File: src/rtl/fst_mon_pkg.sv
// Shared types and constants for the fst run monitor: FSM state codes and
// active-low 7-segment glyph table.
package fst_mon_pkg;

  typedef enum logic [2:0] {
    IDLE    = 3'd0,
    HOLD    = 3'd1,
    RUN     = 3'd2,
    HALTED  = 3'd3,
    TIMEOUT = 3'd4
  } mon_state_e;

  localparam logic [7:0] SEG_BLANK = 8'hFF;

  // Index = hex value; bit0=a .. bit6=g, bit7=dp (kept off).
  localparam logic [7:0] SEG_GLYPH [16] = '{
    8'hC0, 8'hF9, 8'hA4, 8'hB0, 8'h99, 8'h92, 8'h82, 8'hF8,
    8'h80, 8'h90, 8'h88, 8'h83, 8'hC6, 8'hA1, 8'h86, 8'h8E
  };

endpackage

File: src/rtl/fst_run_monitor_hex_to_seg.sv
// Combinational hex nibble to active-low 7-segment pattern.
module hex_to_seg
  import fst_mon_pkg::*;
(
  input  logic [3:0] nibble,
  output logic [7:0] seg
);

  always_comb begin
    seg = SEG_GLYPH[nibble];
  end

endmodule

File: src/rtl/fst_run_monitor.sv
// Run controller for the fst core: owns core reset, counts run cycles until
// halt or watchdog expiry, latches the halt PC and drives eight 7-seg digits.
module fst_run_monitor
  import fst_mon_pkg::*;
#(
  parameter int unsigned RESET_CYCLES   = 4,
  parameter logic [31:0] TIMEOUT_CYCLES = 32'd100_000_000,
  parameter bit          AUTO_START     = 1'b1
) (
  input  logic        clk,
  input  logic        reset_n,
  input  logic        start,
  input  logic        disp_sel,
  input  logic        halting,
  input  logic [15:0] pc,
  output logic        core_reset_n,
  output logic        running,
  output logic        done,
  output logic        timeout,
  output logic [31:0] cycle_count,
  output logic [15:0] halt_pc,
  output logic [7:0]  seg_a,
  output logic [7:0]  seg_b,
  output logic [7:0]  seg_c,
  output logic [7:0]  seg_d,
  output logic [7:0]  seg_e,
  output logic [7:0]  seg_f,
  output logic [7:0]  seg_g,
  output logic [7:0]  seg_h
);

  localparam logic [31:0] HOLD_LAST = 32'(RESET_CYCLES - 1);
  localparam logic [31:0] WDOG_LAST = TIMEOUT_CYCLES - 32'd1;
  localparam bit          WDOG_EN   = (TIMEOUT_CYCLES != 32'd0);

  mon_state_e  state_q, state_d;
  logic [31:0] hold_cnt_q, hold_cnt_d;
  logic [31:0] cycle_count_q, cycle_count_d;
  logic [15:0] halt_pc_q, halt_pc_d;
  logic        core_reset_n_q, core_reset_n_d;
  logic        start_q;
  logic        auto_pend_q, auto_pend_d;
  logic        start_rise;

  logic [3:0]  nib    [8];
  logic [7:0]  glyph  [8];
  logic [7:0]  seg_d_arr [8];
  logic [7:0]  seg_q  [8];

  assign start_rise = start & ~start_q;

  always_comb begin
    state_d       = state_q;
    hold_cnt_d    = hold_cnt_q;
    cycle_count_d = cycle_count_q;
    halt_pc_d     = halt_pc_q;
    auto_pend_d   = auto_pend_q;

    unique case (state_q)
      IDLE: begin
        if ((AUTO_START && auto_pend_q) || start_rise) begin
          state_d     = HOLD;
          auto_pend_d = 1'b0;
        end
      end
      HOLD: begin
        if (hold_cnt_q == HOLD_LAST) state_d = RUN;
        else                         hold_cnt_d = hold_cnt_q + 32'd1;
      end
      RUN: begin
        if (start_rise) begin
          state_d = HOLD;
        end else if (halting) begin
          halt_pc_d = pc;
          state_d   = HALTED;
        end else begin
          if (cycle_count_q != '1) cycle_count_d = cycle_count_q + 32'd1;
          if (WDOG_EN && (cycle_count_q == WDOG_LAST)) begin
            halt_pc_d = pc;
            state_d   = TIMEOUT;
          end
        end
      end
      HALTED, TIMEOUT: begin
        if (start_rise) state_d = HOLD;
      end
      default: state_d = IDLE;
    endcase

    // Any entry into HOLD starts a fresh run regardless of where it came from.
    if ((state_d == HOLD) && (state_q != HOLD)) begin
      hold_cnt_d    = '0;
      cycle_count_d = '0;
      halt_pc_d     = '0;
    end

    core_reset_n_d = (state_d == RUN) || (state_d == HALTED);
  end

  always_ff @(posedge clk or negedge reset_n) begin
    if (!reset_n) begin
      state_q        <= IDLE;
      hold_cnt_q     <= '0;
      cycle_count_q  <= '0;
      halt_pc_q      <= '0;
      core_reset_n_q <= 1'b0;
      start_q        <= 1'b1;
      auto_pend_q    <= 1'b1;
    end else begin
      state_q        <= state_d;
      hold_cnt_q     <= hold_cnt_d;
      cycle_count_q  <= cycle_count_d;
      halt_pc_q      <= halt_pc_d;
      core_reset_n_q <= core_reset_n_d;
      start_q        <= start;
      auto_pend_q    <= auto_pend_d;
    end
  end

  always_comb begin
    for (int unsigned i = 0; i < 8; i++) nib[i] = '0;
    if (disp_sel) begin
      nib[0] = halt_pc_q[3:0];
      nib[1] = halt_pc_q[7:4];
      nib[2] = halt_pc_q[11:8];
      nib[3] = halt_pc_q[15:12];
      nib[4] = {1'b0, state_q};
    end else begin
      for (int unsigned i = 0; i < 8; i++) nib[i] = cycle_count_q[4*i +: 4];
    end
  end

  for (genvar g = 0; g < 8; g++) begin : g_digit
    hex_to_seg u_hex (
      .nibble (nib[g]),
      .seg    (glyph[g])
    );
  end

  always_comb begin
    for (int unsigned i = 0; i < 8; i++) begin
      seg_d_arr[i] = (disp_sel && (i >= 5)) ? SEG_BLANK : glyph[i];
    end
  end

  always_ff @(posedge clk or negedge reset_n) begin
    if (!reset_n) begin
      for (int unsigned i = 0; i < 8; i++) seg_q[i] <= SEG_BLANK;
    end else begin
      for (int unsigned i = 0; i < 8; i++) seg_q[i] <= seg_d_arr[i];
    end
  end

  assign core_reset_n = core_reset_n_q;
  assign running      = (state_q == RUN);
  assign done         = (state_q == HALTED);
  assign timeout      = (state_q == TIMEOUT);
  assign cycle_count  = cycle_count_q;
  assign halt_pc      = halt_pc_q;

  assign seg_a = seg_q[0];
  assign seg_b = seg_q[1];
  assign seg_c = seg_q[2];
  assign seg_d = seg_q[3];
  assign seg_e = seg_q[4];
  assign seg_f = seg_q[5];
  assign seg_g = seg_q[6];
  assign seg_h = seg_q[7];

endmodule

File: config.mk
export PLATFORM = sky130hd
export DESIGN_NAME = fst_run_monitor
export DESIGN_NICKNAME = d
export VERILOG_FILES = /design/src/rtl/fst_mon_pkg.sv /design/src/rtl/fst_run_monitor_hex_to_seg.sv /design/src/rtl/fst_run_monitor.sv
export SDC_FILE = /design/constraint.sdc
export NUM_CORES = 1
export LEC_CHECK = 0
export ABC_CLOCK_PERIOD_IN_PS = 6100
export BUFFER_PORTS_ARGS = -buffer_cell sky130_fd_sc_hd__buf_2
export CAP_MARGIN = 20
export CORE_MARGIN = 2
export CORE_UTILIZATION = 51
export CTS_CLUSTER_DIAMETER = 60
export DETAILED_ROUTE_END_ITERATION = 10
export PLACE_DENSITY_LB_ADDON = 0.08
export SYNTH_ARGS = -nofsm -noshare
export SYNTH_HDL_FRONTEND = slang
export SYNTH_SLANG_ARGS = --single-unit
File: constraint.sdc
create_clock -name clk -period 6.1 [get_ports clk]
set_clock_uncertainty 0.15 [all_clocks]
set_input_delay 1.22 -clock clk [delete_from_list [all_inputs] [get_ports clk]]
set_output_delay 1.22 -clock clk [all_outputs]
set_load 0.05 [all_outputs]
# == Word-level counts from Yosys, hierarchy flattened ==
# Memory sizes are Yosys's and may differ from the RTL's. A register that Yosys moved wholly into a read port is not among the register bits.
# Cells that the tools add are included.
# classes
magnitude_cmp,3
n_bitwise,10
muxes,31
n_mul,0
n_eq_ne,14
n_shift,0
addsub,2
reduce_logical,18
div,0
# op_table
op,count
2-to-1 mux 32 bit,8
2-to-1 mux 16 bit,5
2-to-1 mux 8 bit,9
adder 32 x 1 -> 32 bit (second input constant),2
inverter 4 -> 5 bit,8
equality test 32 x 2 -> 1 bit (second input constant),1
equality test 32 x 27 -> 1 bit (second input constant),1
!= test 32 bit (second input constant),1
2-to-1 mux 20 bit,1
2-to-1 mux 3 bit,6
greater-or-equal comparator 5 bit (second input constant),3
equality test 3 x 2 -> 1 bit (second input constant),4
2-to-1 mux 12 bit,1
case mux 3 bit (4 select lines),1
equality test 3 x 1 -> 1 bit (second input constant),2
!= test 2 x 1 -> 1 bit (second input constant),3
nonzero test 2 bit,3
zero test 1 bit,5
AND reduction 2 bit,2
AND reduction 4 bit,1
equality test 3 bit (second input constant),1
zero test 3 bit,1
!= test 3 x 1 -> 1 bit (second input constant),1
AND reduction 3 bit,1
other kinds (6),7
# totals
latch_bits,0
output_inout_bits,116
inputBits,21
wordCells,96
memories,8
romBits,1024
mem_bits_rw,0
ff_bits,110
# mem_list
memory,words,width,read_ports,rd_clocked_by_memory_dff,wr,line_no,rtl
(no name shown),16,8,1,1,0,fst_run_monitor_hex_to_seg.sv:10,seg = SEG_GLYPH[nibble];
(no name shown),16,8,1,0,0,fst_run_monitor_hex_to_seg.sv:10,
(no name shown),16,8,1,1,0,fst_run_monitor_hex_to_seg.sv:10,
(no name shown),16,8,1,1,0,fst_run_monitor_hex_to_seg.sv:10,
(no name shown),16,8,1,0,0,fst_run_monitor_hex_to_seg.sv:10,
(no name shown),16,8,1,1,0,fst_run_monitor_hex_to_seg.sv:10,
2 more memories,n/a,n/a,n/a,n/a,n/a,n/a,

# == Depth between registers and ports, before layout ==
# Gate-level depths: netlist of run 1.
# logic_depth
ltp_word,9
ltp_mapped,10
depth_no_buf,8

# == Hierarchy ==
# From an unflattened synthesis of run 1, not the netlist that was laid out.
# hier_totals
hier_cells,860
area_unflattened_um2,8857.2
# by_module_without_submodules
module,instances,area_per_inst_um2,cells_per_inst
fst_run_monitor,1,6581.3,583
hex_to_seg (g_digit[3].u_hex ...),5,286.5,34
hex_to_seg (g_digit[0].u_hex ...),2,280.3,35
hex_to_seg (g_digit[2].u_hex),1,282.8,37

# == Least setup slack after synthesis of run 1 ==
# OpenSTA, ideal clock, no wires.
# synth_timing
kind,input to register
start,input disp_sel
end,"register seg_q, in the netlist seg_c[3]"
cell_stages,7
setup_slack_ns,2.566
arrival_ns,3.290
setup_ns,0.094
cell_sequence,clkbuf_1 > buf_2 > clkbuf_1 > mux2i_1 > inv_1 > ha_1 > mux4_2
# synth_between
elab_chain_len,2
# synth_lines
element,line_no,rtl
start: declaration,fst_run_monitor.sv:13,"input logic disp_sel,"
2-to-1 mux 20 bit,fst_run_monitor.sv:122,if (disp_sel) begin
inverter 4 -> 5 bit (not written as such),fst_run_monitor_hex_to_seg.sv:10,
end: declaration,fst_run_monitor.sv:48,logic [7:0] seg_q [8];
# Every way passes these cells.
# A chain may end at the register's enable or synchronous reset.

# == Worst setup path after layout of run 1 ==
# layout_timing
start,input disp_sel
end,"register seg_q, in the netlist seg_d[5]"
# The elaborated chain is that of the path after synthesis.

==> impl_metrics.env, run 1 <==
export IMPL_status="completed"
export IMPL_synth_top_area_share_pct=24.98
export IMPL_min_path_cells=2
export IMPL_postSynthCellCount=888
export IMPL_fp_coreArea_um2=16000
export IMPL_crit_slowest_cell="buf_2"
export IMPL_finalCriticalPeriod_ns=3.354
export IMPL_synthFlopType="dfrtp_1"
export IMPL_place_hpwl_um=13450
export IMPL_ir_worst_vdd_mv=0.1966
export IMPL_crit_type="input port to flip-flop"
export IMPL_clkLatencyLatePin_ns=0.42
export IMPL_die_y_um=132.5
export IMPL_area_growth_syn_to_layout_pct=14.53
export IMPL_layout_common_cells="buf_2, dfrtp_1, nor2_1, nand2_1"
export IMPL_grt_setup_unrepaired="no"
export IMPL_yosysWarnings=0
export IMPL_post_cts_buffers=0
export IMPL_slew_viol_final=0
export IMPL_hold_buffers=0
export IMPL_synth_area_leaders="dfrtp_1, dfstp_2, ha_1"
export IMPL_path_buf_inv=3
export IMPL_worstSetupStartpointType="input port"
export IMPL_row_count=46
export IMPL_crit_cells=8
export IMPL_stdcell_count=1217
export IMPL_drive_above_1_share_pct=24.28
export IMPL_ys_seq_elements=142
export IMPL_fin_nets=1059
export IMPL_synth_edff_count=0
export IMPL_die_x_um=132.5
export IMPL_final_util_pct=60.24
export IMPL_syn_area_um2=8416
export IMPL_cap_violations=0
export IMPL_grt_pass1_vias=6573
export IMPL_drc=0
export IMPL_wl_um=20060
export IMPL_min_period_over_period_pct=54.98
export IMPL_cp_slowest_stage_delay_ns=0.51
export IMPL_grt_overflow_total=0
export IMPL_yosys_area_top_type="dfrtp_1"
export IMPL_hp_class="flip-flop to flip-flop"
export IMPL_place_inst=1185
export IMPL_cts_resized=0
export IMPL_setup_viol=0
export IMPL_crit_arrival_ns=3.55
export IMPL_hold_slack_ns=0.3069
export IMPL_p_per_area_nw_per_um2=343.9
export IMPL_ios=137
export IMPL_h_tree_depth=4
export IMPL_relSlewSlack_pct=24.94
export IMPL_end_kind="flip-flop"
export IMPL_cp_required_ns=6.29
export IMPL_root_buffer="clkbuf_16"
export IMPL_drt_initial_drc_count=455
export IMPL_diodes=0
export IMPL_p_leak_nw=4.395
export IMPL_vias_per_cell=5.770
export IMPL_finalHoldViolCount=0
export IMPL_firstDrtPassIters=5
export IMPL_tightest_slew_ns=1.120
export IMPL_syn_area_per_cell_um2=9.477
export IMPL_drtAntennaViolNets=0
export IMPL_async_reset_ff_share_pct=100.0
export IMPL_max_freq_mhz=298.2
export IMPL_reg2regPathDepth=6
export IMPL_yosysSeqAreaShare_pct=43.09
export IMPL_die_area_um2=17540
export IMPL_cp_max_fo=30
export IMPL_grt_pass1_wl_um=33440
export IMPL_routedWlPerCell_um=16.48
export IMPL_vias=7022
export IMPL_cp_top_family="buffers and inverters"
export IMPL_yosysUniqueCellTypes=65
export IMPL_portBuffers=128
export IMPL_setup_ws_ns=2.746
export IMPL_cts_tree="built"
export IMPL_start_util_pct=52.60
export IMPL_antenna_found_initial=0
export IMPL_place_ws_ns=2.351
export IMPL_path_clk_slew_ns=0.06
export IMPL_worstPathCellList="buf_2 > buf_4 > mux2i_1 > inv_1 > ha_1 > nand2_1 > o21ai_0 > a22o_1"
export IMPL_gp_congestion=0.8628
export IMPL_final_common_cell="buf_2"
export IMPL_cts_sinks=142
export IMPL_cts_inserted_buffers=17
export IMPL_grt_usage_pct=23.11
export IMPL_setup_tns_ns=0
export IMPL_grt_max_degree=101
export IMPL_clk_path_buf_depth=2
## final cells by class
type / instances / area (µm²)
Fill cell: 1435 / 6362
Multi-Input combinational cell: 663 / 4363
Sequential cell: 142 / 3626
Timing Repair Buffer: 133 / 684.4
Clock buffer: 28 / 526.8
Tap cell: 216 / 270.3
Inverter: 31 / 116.4
Clock inverter: 4 / 51.30
## synth_stat cells (4+ instances only)
library cell and instances:
o21ai_0 57, nand2b_1 12, a21oi_1 58, and3_1 11, or4_1 9, o22ai_1 6
nor3_1 19, a31oi_1 11, o31ai_1 11, nand4_1 22, or2_2 4, o21a_1 4
clkbuf_2 4, nor4_1 18, nor2_1 81, a22o_1 5, a32o_1 6, mux2i_1 23
a211oi_1 8, xor2_1 9, inv_1 31, and4_1 11, dfrtp_1 84, buf_4 9
dfstp_2 58, xnor2_1 21, nand2_1 60, mux2_2 9, or3_1 26, clkbuf_1 24
o211ai_1 5, nand3_1 41, buf_2 11, a211o_1 12, buf_6 9, nor2b_1 7
ha_1 50
## final timing paths
kind | from | endpoint | slack, ns
setup / recovery | disp_sel | seg_d[5]$_DFF_PN1_ | 2.75
hold / removal | auto_pend_q$_DFFE_PN1P_ | auto_pend_q$_DFFE_PN1P_ | 0.31
setup reg to reg | cycle_count[26]$_DFFE_PN0P_ | hold_cnt_q[29]$_DFFE_PN0P_ | 2.88
hold reg to reg | auto_pend_q$_DFFE_PN1P_ | auto_pend_q$_DFFE_PN1P_ | 0.31
max in group asynchronous | reset_n | hold_cnt_q[19]$_DFFE_PN0P_ | 3.97
min in group asynchronous | reset_n | halt_pc[7]$_DFFE_PN0P_ | 0.74
## cell families after synthesis
logic type / after synthesis / synth area share, %
compound gates: 205 / 15.49
xor+xnor: 30 / 3.122
fa+ha+maj: 50 / 7.434
buf+inv: 90 / 5.442
flops: 142 / 43.09
mux: 34 / 4.475
other cells: 1 / 0.04456
simple gates: 336 / 20.90
## flip-flops by register name (all words and copies together) (netlist names)
name	count
cycle_count	32
hold_cnt_q	32
halt_pc	16
seg_a	7
seg_b	7
seg_c	7
seg_d	7
seg_e	7
seg_f	7
seg_g	7
seg_h	7
state_q	3
auto_pend_q	1
core_reset_n	1
start_q	1
## tightest hold or removal path: stages (launching register included)
cell,delay (ns)
dfstp_2,0.36
inv_1,0.06
nor2_1,0.04
## per-layer routing
metal	global-route usage (%)	wire length, µm	up-vias
met4	7.049	207	0
met1	33.42	9622	3403
met3	4.061	1011	16
met2	35.64	9219	194
li1	-	-	3409
met5	0	0	-
## power breakdown
part	internal (mW)	switching, mW
sequential	1.12	0.110
combinational	0.275	0.798
clock	0.627	0.381
## through the flow
step	cell area, µm²	total power [mW]
after floorplan	8442	2.100
after global placement	9060	2.314
after detailed placement	9060	2.316
after CTS	9638	3.342
after global routing	9638	3.488
final	9638	3.315
Note: power is estimated with default switching activity, not from simulation.
==> run 2: changes to the inputs <==
- ABC_AREA: not set -> 1
- ABC_CLOCK_PERIOD_IN_PS: 6100 -> 3100
- clock period: 6.1 -> 3.1 ns (I/O delays scaled with it)
==> run 2 against run 1 <==
  * Sequential share of layout area down 4.2 points
  * Area after synthesis up 12%
  * Count of clock-buffer cells in the layout down 9
  * First-iteration DRC count up 27%
  * Power up 120%
  * Largest cell class unchanged
  * Sequential power up 96%
  * Global-route usage up 1.3 points
  * Register-to-register slack worse by 2.3 ns
  * Cell count up 40%
==> impl_metrics.env, run 2 <==
export IMPL_status="completed"
export IMPL_ios=137
export IMPL_p_per_area_nw_per_um2=672.0
export IMPL_post_cts_buffers=0
export IMPL_cts_tree="built"
export IMPL_ir_worst_vdd_mv=0.5141
export IMPL_syn_area_per_cell_um2=7.090
export IMPL_cap_violations=0
export IMPL_yosys_area_share_simple_pct=35.13
export IMPL_r2r_start="hold_cnt_q[0]$_DFFE_PN0P_"
export IMPL_yosysUniqueCellTypes=56
export IMPL_synth_compound_area_share_pct=8.345
export IMPL_worstSetupStartpointType="flip-flop"
export IMPL_die_area_um2=19590
export IMPL_cts_resized=0
export IMPL_row_count=49
export IMPL_cts_sinks=142
export IMPL_gp_congestion=0.9164
export IMPL_yosys_area_top_type="dfrtp_1"
export IMPL_post_dp_cell_area_um2=10250
export IMPL_firstDrtPassIters=5
export IMPL_relSlewSlack_pct=46.75
export IMPL_r2r_slack_ns=0.55
export IMPL_grt_setup_unrepaired="no"
export IMPL_place_inst=1669
export IMPL_grt_max_degree=71
export IMPL_synthTopCellsByCount="nand2_1, nor2_1, inv_1"
export IMPL_cp_max_fo=38
export IMPL_fin_nets=1530
export IMPL_grt_overflow_total=0
export IMPL_hold_buffers=0
export IMPL_synthFlopType="dfrtp_1"
export IMPL_fp_coreArea_um2=18020
export IMPL_setup_tns_ns=0
export IMPL_wl_um=23760
export IMPL_ys_seq_elements=142
export IMPL_syn_area_um2=9430
export IMPL_grt_usage_pct=24.39
export IMPL_place_hpwl_um=17620
export IMPL_synth_edff_count=0
export IMPL_grt_pass1_wl_um=39130
export IMPL_yosys_area_share_xor_xnor_pct=0.8359
export IMPL_grt_pass1_vias=8177
export IMPL_diodes=0
export IMPL_finalHoldViolCount=0
export IMPL_drtAntennaViolNets=0
export IMPL_synth_top_family_by_area="simple AND/OR/NAND/NOR gates"
export IMPL_cp_slowest_stage_delay_ns=0.42
export IMPL_area_growth_syn_to_layout_pct=14.89
export IMPL_crit_type="flip-flop to flip-flop"
export IMPL_fin_area_um2=10830
export IMPL_min_period_over_period_pct=82.25
export IMPL_crit_slowest_cell="dfrtp_1"
export IMPL_synthMostInstantiatedCell="nand2_1"
export IMPL_crit_top_cell="nor2_1"
export IMPL_cts_inserted_buffers=17
export IMPL_drive_above_1_share_pct=20.31
export IMPL_synth_area_leaders="dfrtp_1, nand2_1, dfstp_2"
export IMPL_start_util_pct=52.32
export IMPL_stdcell_count=1701
export IMPL_layout_common_cells="nand2_1, nor2_1, inv_1, buf_2, dfrtp_1"
export IMPL_yosysWarnings=0
export IMPL_vias_per_cell=5.158
export IMPL_final_common_cell="nand2_1"
export IMPL_max_freq_mhz=392.2
export IMPL_routedWlPerCell_um=13.97
export IMPL_p_leak_nw=5.696
export IMPL_tightest_slew_ns=0.7904
export IMPL_end_kind="flip-flop"
export IMPL_hp_class="input port to asynchronous set/reset pin"
export IMPL_clkLatencyLatePin_ns=0.43
export IMPL_vias=8773
export IMPL_synth_top_area_share_pct=22.29
export IMPL_die_x_um=140.0
export IMPL_root_buffer="clkbuf_16"
export IMPL_crit_arrival_ns=2.76
export IMPL_slew_viol_final=0
export IMPL_drc=0
export IMPL_reg2regPathDepth=14
export IMPL_drt_initial_drc_count=576
export IMPL_h_tree_depth=4
export IMPL_setup_viol=0
export IMPL_clk_path_buf_depth=2
export IMPL_worstPathCellList="ha_1 > inv_1 > nor2_1 > nand2_1 > nor2_1 > nand2_1 > inv_1 > nand2_1 > nor2_1 > inv_1 > nand3b_4 > buf_4 > o21ai_0 > nor2_1"
export IMPL_muxShareOfSynthArea_pct=0
export IMPL_yosysSeqAreaShare_pct=38.45
export IMPL_synth_fa_ha_area_share_pct=6.634
export IMPL_r2r_end="cycle_count[24]$_DFFE_PN0P_"
export IMPL_portBuffers=128
export IMPL_cp_required_ns=3.31
export IMPL_finalCriticalPeriod_ns=2.550
export IMPL_antenna_found_initial=0
export IMPL_die_y_um=140.0
export IMPL_async_reset_ff_share_pct=100.0
export IMPL_path_clk_slew_ns=0.06
export IMPL_postSynthCellCount=1330
[run 2: changes by cell type after synthesis, sizes merged, moves of 26 or more]
cell	change
nand2	+359
inv	+158
nor2	+97
a21oi	-51
nand3	+44
or3	-26
[run 2: area by class of cell]
| class | instances | area, µm² |
|---|---|---|
| Clock buffer | 19 | 442.9 |
| Clock inverter | 13 | 138.9 |
| Fill cell | 1747 | 7191 |
| Inverter | 190 | 713.2 |
| Multi-Input combinational cell | 964 | 4835 |
| Sequential cell | 142 | 3626 |
| Tap cell | 229 | 286.5 |
| Timing Repair Buffer | 144 | 792.0 |
[run 2: kinds of logic after synthesis]
logic type               count (synthesis)
AND/OR/NAND/NOR                        769
flip-flops                             142
other                                    1
XOR/XNOR                                 9
AO/OA/AOI/OAI                          128
adder cells (fa/ha/maj)                 50
buffers and inverters                  231
[run 2: report_power, final]
| group | internal [mW] | switching, mW |
|---|---|---|
| combinational | 0.655 | 2.17 |
| sequential | 2.23 | 0.183 |
| clock | 1.21 | 0.834 |
| total | 4.09 | 3.19 |
[run 2: worst max path at each step]
stage	startpoint	to	depth (start not counted)
2_1_floorplan	state_q[0]$_DFF_PN0_	hold_cnt_q[25]$_DFFE_PN0P_	10
4_1_cts	cycle_count[0]$_DFFE_PN0P_	halt_pc[7]$_DFFE_PN0P_	12
3_3_place_gp	start	cycle_count[24]$_DFFE_PN0P_	10
6_report	hold_cnt_q[0]$_DFFE_PN0P_	cycle_count[24]$_DFFE_PN0P_	14
5_1_grt	hold_cnt_q[0]$_DFFE_PN0P_	cycle_count[20]$_DFFE_PN0P_	14
3_5_place_dp	start	cycle_count[24]$_DFFE_PN0P_	10
[run 2: worst max-delay path, delay by kind of cell, from the launching register on]
family | cells | cell delay [ns]
buf+inv | 4 | 0.67
flops | 1 | 0.42
simple gates | 8 | 0.82
fa+ha+maj | 1 | 0.25
compound gates | 1 | 0.16
[run 2: stage by stage]
stage          worst slack (ns)  hold WS (ns)  power (mW)  util [%]
2_1_floorplan            0.6251        0.1744       4.655         -
3_3_place_gp             0.4714        0.2812       5.235     56.88
3_5_place_dp             0.4260        0.2864       5.271     56.88
4_1_cts                  0.5614       0.07772       7.323     60.11
5_1_grt                  0.2193       0.09932       7.661     60.11
6_report                 0.5501       0.04876       7.281     60.11
[run 2: routing by layer]
metal / GRT usage, % / wire length (µm) / vias up
li1: - / - / 4451
met1: 30.86 / 10420 / 4097
met2: 42.72 / 11960 / 193
met3: 3.761 / 952 / 32
met4: 8.211 / 428 / 0
met5: 0 / 0 / -
